--- config.mk ---
export PLATFORM = sky130hd
export DESIGN_NAME = booth_divider_seq
export DESIGN_NICKNAME = d
export VERILOG_FILES = /design/src/rtl/booth_divider_seq.sv
export SDC_FILE = /design/constraint.sdc
export NUM_CORES = 1
export LEC_CHECK = 0
export CAP_MARGIN = 10
export CORE_MARGIN = 2
export CORE_UTILIZATION = 35
export DETAILED_ROUTE_END_ITERATION = 6
export DONT_BUFFER_PORTS = 1
export SLEW_MARGIN = 25
export SYNTH_ARGS = -nofsm -noshare
export SYNTH_HDL_FRONTEND = slang
export SYNTH_SLANG_ARGS = --single-unit
--- constraint.sdc ---
create_clock -name clk -period 2.6 [get_ports clk]
set_input_delay 0.26 -clock clk [delete_from_list [all_inputs] [get_ports clk]]
set_output_delay 0.26 -clock clk [all_outputs]
set_load 0.02 [all_outputs]
--- src/rtl/booth_divider_seq.sv ---
// booth_divider_seq: signed 32/16 restoring divider, one quotient bit per clock, saturating quotient.
module booth_divider_seq #(
  parameter int DW = 32,
  parameter int QW = 16
) (
  input  logic          clk,
  input  logic          rst_n,
  input  logic          start,
  input  logic [DW-1:0] dividend,
  input  logic [QW-1:0] divisor,
  output logic [QW-1:0] quotient,
  output logic [QW-1:0] remainder,
  output logic          busy,
  output logic          done,
  output logic          ovf,
  output logic          dbz
);
  localparam int CW = $clog2(DW);
  localparam logic [DW-1:0] QPOS = DW'((2 ** (QW - 1)) - 1);
  localparam logic [DW-1:0] QNEG = DW'(2 ** (QW - 1));
  typedef enum logic [1:0] {IDLE, CALC, FIX, DONE} state_t;
  state_t state, state_n;
  logic [DW-1:0] nq;
  logic [QW:0] pr, mag_d, sh;
  logic [QW+1:0] diff;
  logic [CW-1:0] cnt;
  logic sn, sd, neg_q, ovf_c, zero_d;
  logic [QW-1:0] q_c, r_c;
  always_ff @(posedge clk or negedge rst_n) begin
    if (!rst_n) state <= IDLE;
    else state <= state_n;
  end
  always_comb begin
    state_n = state;
    case (state)
      IDLE: if (start) state_n = (divisor == '0) ? FIX : CALC;
      CALC: if (cnt == '0) state_n = FIX;
      FIX:  state_n = DONE;
      default: state_n = IDLE;
    endcase
  end
  always_comb begin
    busy = (state == CALC) || (state == FIX);
    done = (state == DONE);
  end
  // nq holds |N| and collects quotient bits in its LSBs as the dividend shifts out
  always_comb begin
    sh = {pr[QW-1:0], nq[DW-1]};
    diff = {1'b0, sh} - {1'b0, mag_d};
    neg_q = sn ^ sd;
    zero_d = (mag_d == '0);
    ovf_c = neg_q ? (nq > QNEG) : (nq > QPOS);
    q_c = ovf_c ? (neg_q ? {1'b1, {(QW-1){1'b0}}} : {1'b0, {(QW-1){1'b1}}})
        : (neg_q ? -nq[QW-1:0] : nq[QW-1:0]);
    r_c = sn ? -pr[QW-1:0] : pr[QW-1:0];
  end
  always_ff @(posedge clk or negedge rst_n) begin
    if (!rst_n) begin
      nq <= '0;
      pr <= '0;
      mag_d <= '0;
      cnt <= '0;
      sn <= 1'b0;
      sd <= 1'b0;
      quotient <= '0;
      remainder <= '0;
      ovf <= 1'b0;
      dbz <= 1'b0;
    end else if (state == IDLE && start) begin
      sn <= dividend[DW-1];
      sd <= divisor[QW-1];
      nq <= dividend[DW-1] ? -dividend : dividend;
      mag_d <= divisor[QW-1] ? -{1'b1, divisor} : {1'b0, divisor};
      pr <= '0;
      cnt <= CW'(DW - 1);
      ovf <= 1'b0;
      dbz <= 1'b0;
    end else if (state == CALC) begin
      pr <= diff[QW+1] ? sh : diff[QW:0];
      nq <= {nq[DW-2:0], ~diff[QW+1]};
      cnt <= cnt - 1'b1;
    end else if (state == FIX) begin
      dbz <= zero_d;
      ovf <= !zero_d && ovf_c;
      quotient <= zero_d ? '0 : q_c;
      remainder <= zero_d ? '0 : r_c;
    end
  end
endmodule

==> key figures, run 1 <==
Outcome
  • Status: finished with violations
  • Failing checks: hold timing

Drt
  • Final wirelength: 16.90 mm
  • Initial drt markers: 318
  • Vias/cell: 5.178
  • Antenna viol nets, final: 0
  • DR pass1 iterations: 4
  • Vias: 5,727
  • Detailed-route DRC error count: 0
  • DR WL/cell: 15.28 um

Floorplan
  • Die X: 146.3 um
  • Starting Density: 0.3538
  • IO Pins: 87
  • Die area: 21,410 um^2
  • Row Count: 52
  • Die Height: 146.3 um
  • Core ar.: 20,040 um^2

GRT
  • Vias in the first global route: 5,551
  • Largest net degree at the start of global routing: 109
  • GRT Total Usage: 0.1608
  • First-pass GRT wire length: 28.30 mm
  • Total grt overflow: 0
  • Initial antenna violation count: 0

Logic synthesis
  • Area leader, netlist: dfrtp_1
  • Yosys cell types: 51
  • Synth area leaders: dfrtp_1 38%, o21ai_0 5.9%, xor2_1 5.2%
  • Register bit count reported by yosys: 108
  • Most used DFF post-synth: dfrtp_1
  • Synth top area share: 0.3812
  • Number of flops mapped to enable cells by yosys: 0
  • Yosys warns: 0
  • Seq/Total Area, Yosys: 0.3812
  • Synthesized area: 7089 um^2
  • Async SR Flop Fraction: 1.000
  • Syn nets: 908
  • Gate Count Post-Synth: 828
  • Avg Cell Area, Syn: 8.562 um^2

STA
  • Worst Skew: 0.008537 ns
  • Final critical-path required period: 2.467 ns
  • Final setup fails: 0
  • Final hold violation count: 108
  • Final Max Slew Viols: 0
  • Fin crit share: 0.9487
  • WHS: -0.3906 ns
  • Max-slew headroom: 0.4631
  • Worst Max-Slew Pin Slew: 0.8038 ns
  • Achievable Freq: 405.4 MHz

Power and ir drop
  • Sw frac: 0.4531
  • Clock Power Share: 0.137
  • Comb pwr share: 0.541
  • P_sw: 5010 uW
  • PwrDens: 1397 nW/um^2
  • Internal power: 6049 uW
  • Sequential power share: 0.322
  • Peak VDD IR: 602.6 uV
  • Static leakage: 0.003317 uW

Clock tree
  • Root Driver: clkbuf_16
  • Num CTS Buffers: 9
  • Clk_lat worst skew: 0.35 ns
  • Setup bufs post-CTS: 0
  • CTS tree: built
  • H-tree depth: 3
  • Clock-pin slew on the worst setup and hold paths: 0.07 ns
  • Clk buf depth: 2
  • Clk sinks: 108

Placed design
  • Routability Congestion: 0.8478
  • DP Area: 7572 um^2
  • Port bufs: 0
  • Detailed Place HPWL: 12.46 mm
  • Placed Cells incl. Taps: 1,091

Critical path
  • Reg2reg start: mag_d[8]$_DFFE_PN0P_
  • Kind of end point of the critical path: flip-flop
  • Reg2Reg Depth: 11
  • Req. time, crit path: 2.83 ns
  • CP Class: reg2reg
  • R2R Setup Slk: 0.13 ns
  • Startpoint class of the critical path: flip-flop
  • Crit path launch: mag_d[8]$_DFFE_PN0P_
  • WP data arrival: 2.69 ns
  • FF-to-FF End: pr[13]$_DFFE_PN0P_
  • Max FO, Critical Path: 7

Finish
  • Final Instance Area: 7914 um^2
  • Area grow syn2layout: 11.63%
  • Antenna cell count: 0
  • Post-Layout Cell Count: 1,106
  • Nets: 912
  • # fillers: 2,087
  • Layout cells sized above 1: 0.08373

Job
  • Max cap viols: 0

Hold path
  • Worst min path class: in2async
## cell families after synthesis
group           share of synthesized area
compound gates                     0.2109
simple gates                       0.1541
buf+inv                           0.05718
flops                              0.3812
xor+xnor                          0.09883
mux                               0.04553
fa+ha+maj                         0.05224
## per-stage QoR
| stage | total power [uW] | utilization | setup WS, ns | setup TNS, ns |
|---|---|---|---|---|
| after floorplan | 7926 | - | -0.02766 | -0.02766 |
| after global placement | 9459 | 0.3779 | -0.06746 | -0.1158 |
| after detailed placement | 9539 | 0.3779 | -0.06159 | -0.1221 |
| after CTS | 11090 | 0.3941 | 0.09837 | 0 |
| after global routing | 12100 | 0.3949 | -0.005239 | -0.005474 |
| final | 11060 | 0.3949 | 0.1333 | 0 |
## worst max-delay path by stage
stage                                    end  slack (ns)
after floorplan           nq[26]$_DFFE_PN0P_       -0.03
after global placement    nq[26]$_DFFE_PN0P_       -0.07
after detailed placement  nq[26]$_DFFE_PN0P_       -0.06
after CTS                 pr[14]$_DFFE_PN0P_         0.1
after global routing       pr[1]$_DFFE_PN0P_      -0.005
final                     pr[13]$_DFFE_PN0P_        0.13
## Yosys cell counts (all sizes together), types with 4 or more instances
master / instances
a211oi: 12
a21o: 4
a21oi: 60
a31oi: 5
and3: 4
clkbuf: 41
dfrtp: 108
ha: 28
inv: 64
mux2i: 30
nand2: 92
nand2b: 14
nand3: 4
nor2: 36
nor2b: 15
nor3: 13
nor4: 12
o211ai: 4
o21ai: 84
o22ai: 33
o31ai: 20
o32ai: 4
o41ai: 9
or2: 4
or3: 10
or4: 10
xnor2: 38
xor2: 42
## repair_timing
action                                  4_1_cts  5_1_grt
endpoints found under the hold margin       108      108
endpoints found under the setup margin        0       11
gates resized for setup                       0        5
## registers in the layout (all words and copies together), names as in the netlist, 2 cells and up
signal,count
remainder,16
state,2
cnt,5
pr,16
mag_d,17
quotient,16
nq,32
## cell usage in the layout, fill, tap and decap left out, types with 3 or more instances in the layout
| cell | instances |
|---|---|
| nor2_1 | 36 |
| and3_1 | 4 |
| nand3_1 | 4 |
| mux2i_1 | 30 |
| o211ai_1 | 4 |
| xnor2_1 | 38 |
| or4_1 | 7 |
| nand2_1 | 92 |
| or3_1 | 9 |
| clkbuf_16 | 9 |
| a31oi_1 | 5 |
| o41ai_1 | 8 |
| a211oi_1 | 11 |
| o22ai_1 | 33 |
| nand2b_1 | 14 |
| inv_1 | 64 |
| dfrtp_1 | 108 |
| nor2b_1 | 14 |
| nand4_1 | 3 |
| xor2_1 | 42 |
| o21bai_1 | 3 |
| o21a_1 | 3 |
| buf_4 | 33 |
| o21ai_0 | 83 |
| ha_1 | 27 |
| a21o_1 | 3 |
| o32ai_1 | 4 |
| or4_4 | 3 |
| or2_2 | 4 |
| nor3_1 | 13 |
| o31ai_1 | 19 |
| a21oi_1 | 59 |
| nor4_1 | 12 |
## power groups by stage
stage / registers (uW) / logic [uW] / clock network, uW
3_3_place_gp: 3580 / 5880 / 0
6_report: 3560 / 5980 / 1510
4_1_cts: 3570 / 5970 / 1560
3_5_place_dp: 3600 / 5940 / 0
2_1_floorplan: 3370 / 4560 / 0
5_1_grt: 3690 / 6800 / 1620
## area by class of cell
cell class	instances	area [um^2]	area share
timing repair buffer	36	299.0	0.03779
clock buffer	11	252.7	0.03194
tap	270	337.8	0.04269
sequential	108	2703	0.3415
clock inverter	4	72.57	0.009170
multi-input combinational	612	4005	0.5061
inverter	65	244.0	0.03083
## per-layer routing
metal,wire [um],global-route usage,vias to the layer above
li1,-,-,2932
met1,8306,0.2213,2705
met2,7496,0.2519,78
met3,888,0.04406,12
met4,207,0.04029,0
met5,0,0,-
## worst max-delay path, stage by stage (launching register included)
cell     delay, ns
dfrtp_1       0.40
inv_1         0.09
ha_1          0.39
nand2_1       0.09
o21ai_0       0.24
and3_1        0.19
nor3_1        0.05
buf_4         0.14
a21o_1        0.21
buf_4         0.17
a41oi_1       0.27
o31ai_1       0.11
No activity file was read; power rests on OpenSTA's default activity.
==> run 2, diff against run 1 <==
CORE_ASPECT_RATIO = 1.25   (was default)
==> run 2 against run 1 <==
  * The run still ends with hold timing left
  * Sequential cell count did not move
  * Cell count up 0.72%
  * Fmax increased by 0.91%
  * Via count grew 0.26%
  * Sequential share of layout area decreased by 0.23 points
==> key figures, run 2 (synthesized netlist as in run 1, its figures left out) <==
Outcome
  • Status: finished with violations
  • Failing checks: hold timing

Floorplan
  • Die Height: 163.1 um
  • IO Pins: 87
  • Die area: 21,420 um^2
  • Starting Density: 0.3539
  • Core ar.: 20,030 um^2
  • Row Count: 58
  • Die X: 131.3 um

STA
  • WHS: -0.4109 ns
  • Final setup fails: 0
  • Achievable Freq: 409.1 MHz
  • Final hold violation count: 108
  • Fin crit share: 0.9401
  • Final critical-path required period: 2.444 ns
  • Worst Max-Slew Pin Slew: 0.8040 ns
  • Fin worst setup slack: 0.1556 ns
  • Final Max Slew Viols: 0
  • RSZ-0062 raised after global routing: false
  • Max-slew headroom: 0.4629
  • Worst Skew: 0.01073 ns

Job
  • Max cap viols: 0

Drt
  • Antenna viol nets, final: 0
  • Vias: 5,742
  • Initial drt markers: 266
  • Final wirelength: 17.00 mm
  • Detailed-route DRC error count: 0
  • Vias/cell: 5.154
  • DR WL/cell: 15.26 um
  • DR pass1 iterations: 5

Critical path
  • Kind of end point of the critical path: flip-flop
  • Req. time, crit path: 2.80 ns
  • Startpoint class of the critical path: flip-flop
  • CP Class: reg2reg
  • Crit path launch: nq[9]$_DFFE_PN0P_
  • Reg2reg start: nq[9]$_DFFE_PN0P_
  • Max FO, Critical Path: 9
  • WP data arrival: 2.65 ns

Finish
  • Largest registers: nq (32), mag_d (17)
  • Area grow syn2layout: 12.39%
  • Layout cells sized above 1: 0.09242
  • Nets: 919
  • Antenna cell count: 0
  • Post-Layout Cell Count: 1,114
  • Commonest non-fill, non-tap cell in the layout: dfrtp_1
  • Final Instance Area: 7968 um^2
  • Largest Register: nq
  • Commonest non-fill, non-tap cells in the layout: 108 x dfrtp_1, 92 x nand2_1, 83 x o21ai_0, 64 x inv_1, 59 x a21oi_1
  • Number of flip-flops under the largest register name: 32

Power and ir drop
  • PwrDens: 1407 nW/um^2
  • Internal power: 6066 uW
  • Total power draw: 11,210 uW
  • P_sw: 5142 uW
  • Comb pwr share: 0.553
  • Sequential power share: 0.317
  • Sw frac: 0.4588
  • Peak VDD IR: 473.8 uV
  • Static leakage: 0.003344 uW
  • Clock Power Share: 0.130

Clock tree
  • Clk_lat worst skew: 0.36 ns
  • Setup bufs post-CTS: 0
  • CTS Hold Buffers Added: 1
  • Clk buf depth: 2
  • Root Driver: clkbuf_16
  • CTS tree: built
  • Clock-pin slew on the worst setup and hold paths: 0.07 ns
  • Num CTS Buffers: 9
  • H-tree depth: 3
  • Clk sinks: 108

GRT
  • Initial antenna violation count: 0
  • Vias in the first global route: 5,680
  • Total grt overflow: 0
  • First-pass GRT wire length: 28.19 mm
  • Largest net degree at the start of global routing: 109
  • GRT Total Usage: 0.1609

Placed design
  • Routability Congestion: 0.8384
  • Port bufs: 0
  • Placed Cells incl. Taps: 1,097
  • DP Area: 7617 um^2
  • Detailed Place HPWL: 12.80 mm
  • Pre-CTS setup slack: -0.1250 ns

Hold path
  • Worst min path class: in2async
==> run 2: cell count changes in the layout (fill, tap and decap cells not counted), sizes merged <==
cell / delta
bufinv: -1
buf: +6
clkbuf: -1
dlygate4sd3: +1
inv: +3
==> run 2: metal layers <==
metal / vias to the layer above / routed length (um) / track usage
li1: 2944 / - / -
met1: 2681 / 7314 / 0.1953
met2: 92 / 8655 / 0.2907
met3: 25 / 628 / 0.02328
met4: 0 / 403 / 0.05879
met5: - / 0 / 0
==> run 2: path summary, 6_finish.rpt <==
check,end,slack [ns],cells past startpoint
min,nq[9]$_DFFE_PN0P_,-0.41,0
min in group clk,mag_d[0]$_DFFE_PN0P_,0.09,2
max in group asynchronous,remainder[7]$_DFFE_PN0P_,2.88,0
min reg2reg,mag_d[6]$_DFFE_PN0P_,0.52,2
max reg2reg,quotient[5]$_DFFE_PN0P_,0.16,7
max,quotient[5]$_DFFE_PN0P_,0.16,7
==> run 2: layout make-up <==
type | instances | area [um^2]
fill | 2112 | 12060
multi-input combinational | 612 | 4021
sequential | 108 | 2703
timing repair buffer | 43 | 354.1
tap | 270 | 337.8
inverter | 65 | 244.0
clock buffer | 10 | 239.0
clock inverter | 6 | 68.82
==> run 2: through the flow <==
step / setup TNS (ns) / util
after floorplan: -0.02766 / -
after global placement: -0.1778 / 0.3803
after detailed placement: -0.2014 / 0.3803
after CTS: 0 / 0.3962
after global routing: 0 / 0.3978
final: 0 / 0.3978
==> run 2: power groups by stage <==
stage	logic (uW)	clock network [uW]	registers, uW
floorplan	4560	0	3370
global placement	6060	0	3580
detailed placement	6120	0	3600
CTS	6160	1500	3570
global route	7020	1560	3670
finish	6200	1450	3560
==> run 2: repair_timing <==
item,4_1_cts,5_1_grt
resized for setup,0,6
endpoints found under the hold margin,109,108
endpoints found under the setup margin,0,11
==> run 2: critical path, cell delays in order (launching register included) <==
cell and delay [ns]:
dfrtp_1 0.44, or3_1 0.42, or3_1 0.37, nand2b_1 0.18, or3_1 0.35, a21o_1 0.29, nor2_1 0.16, o22ai_1 0.08
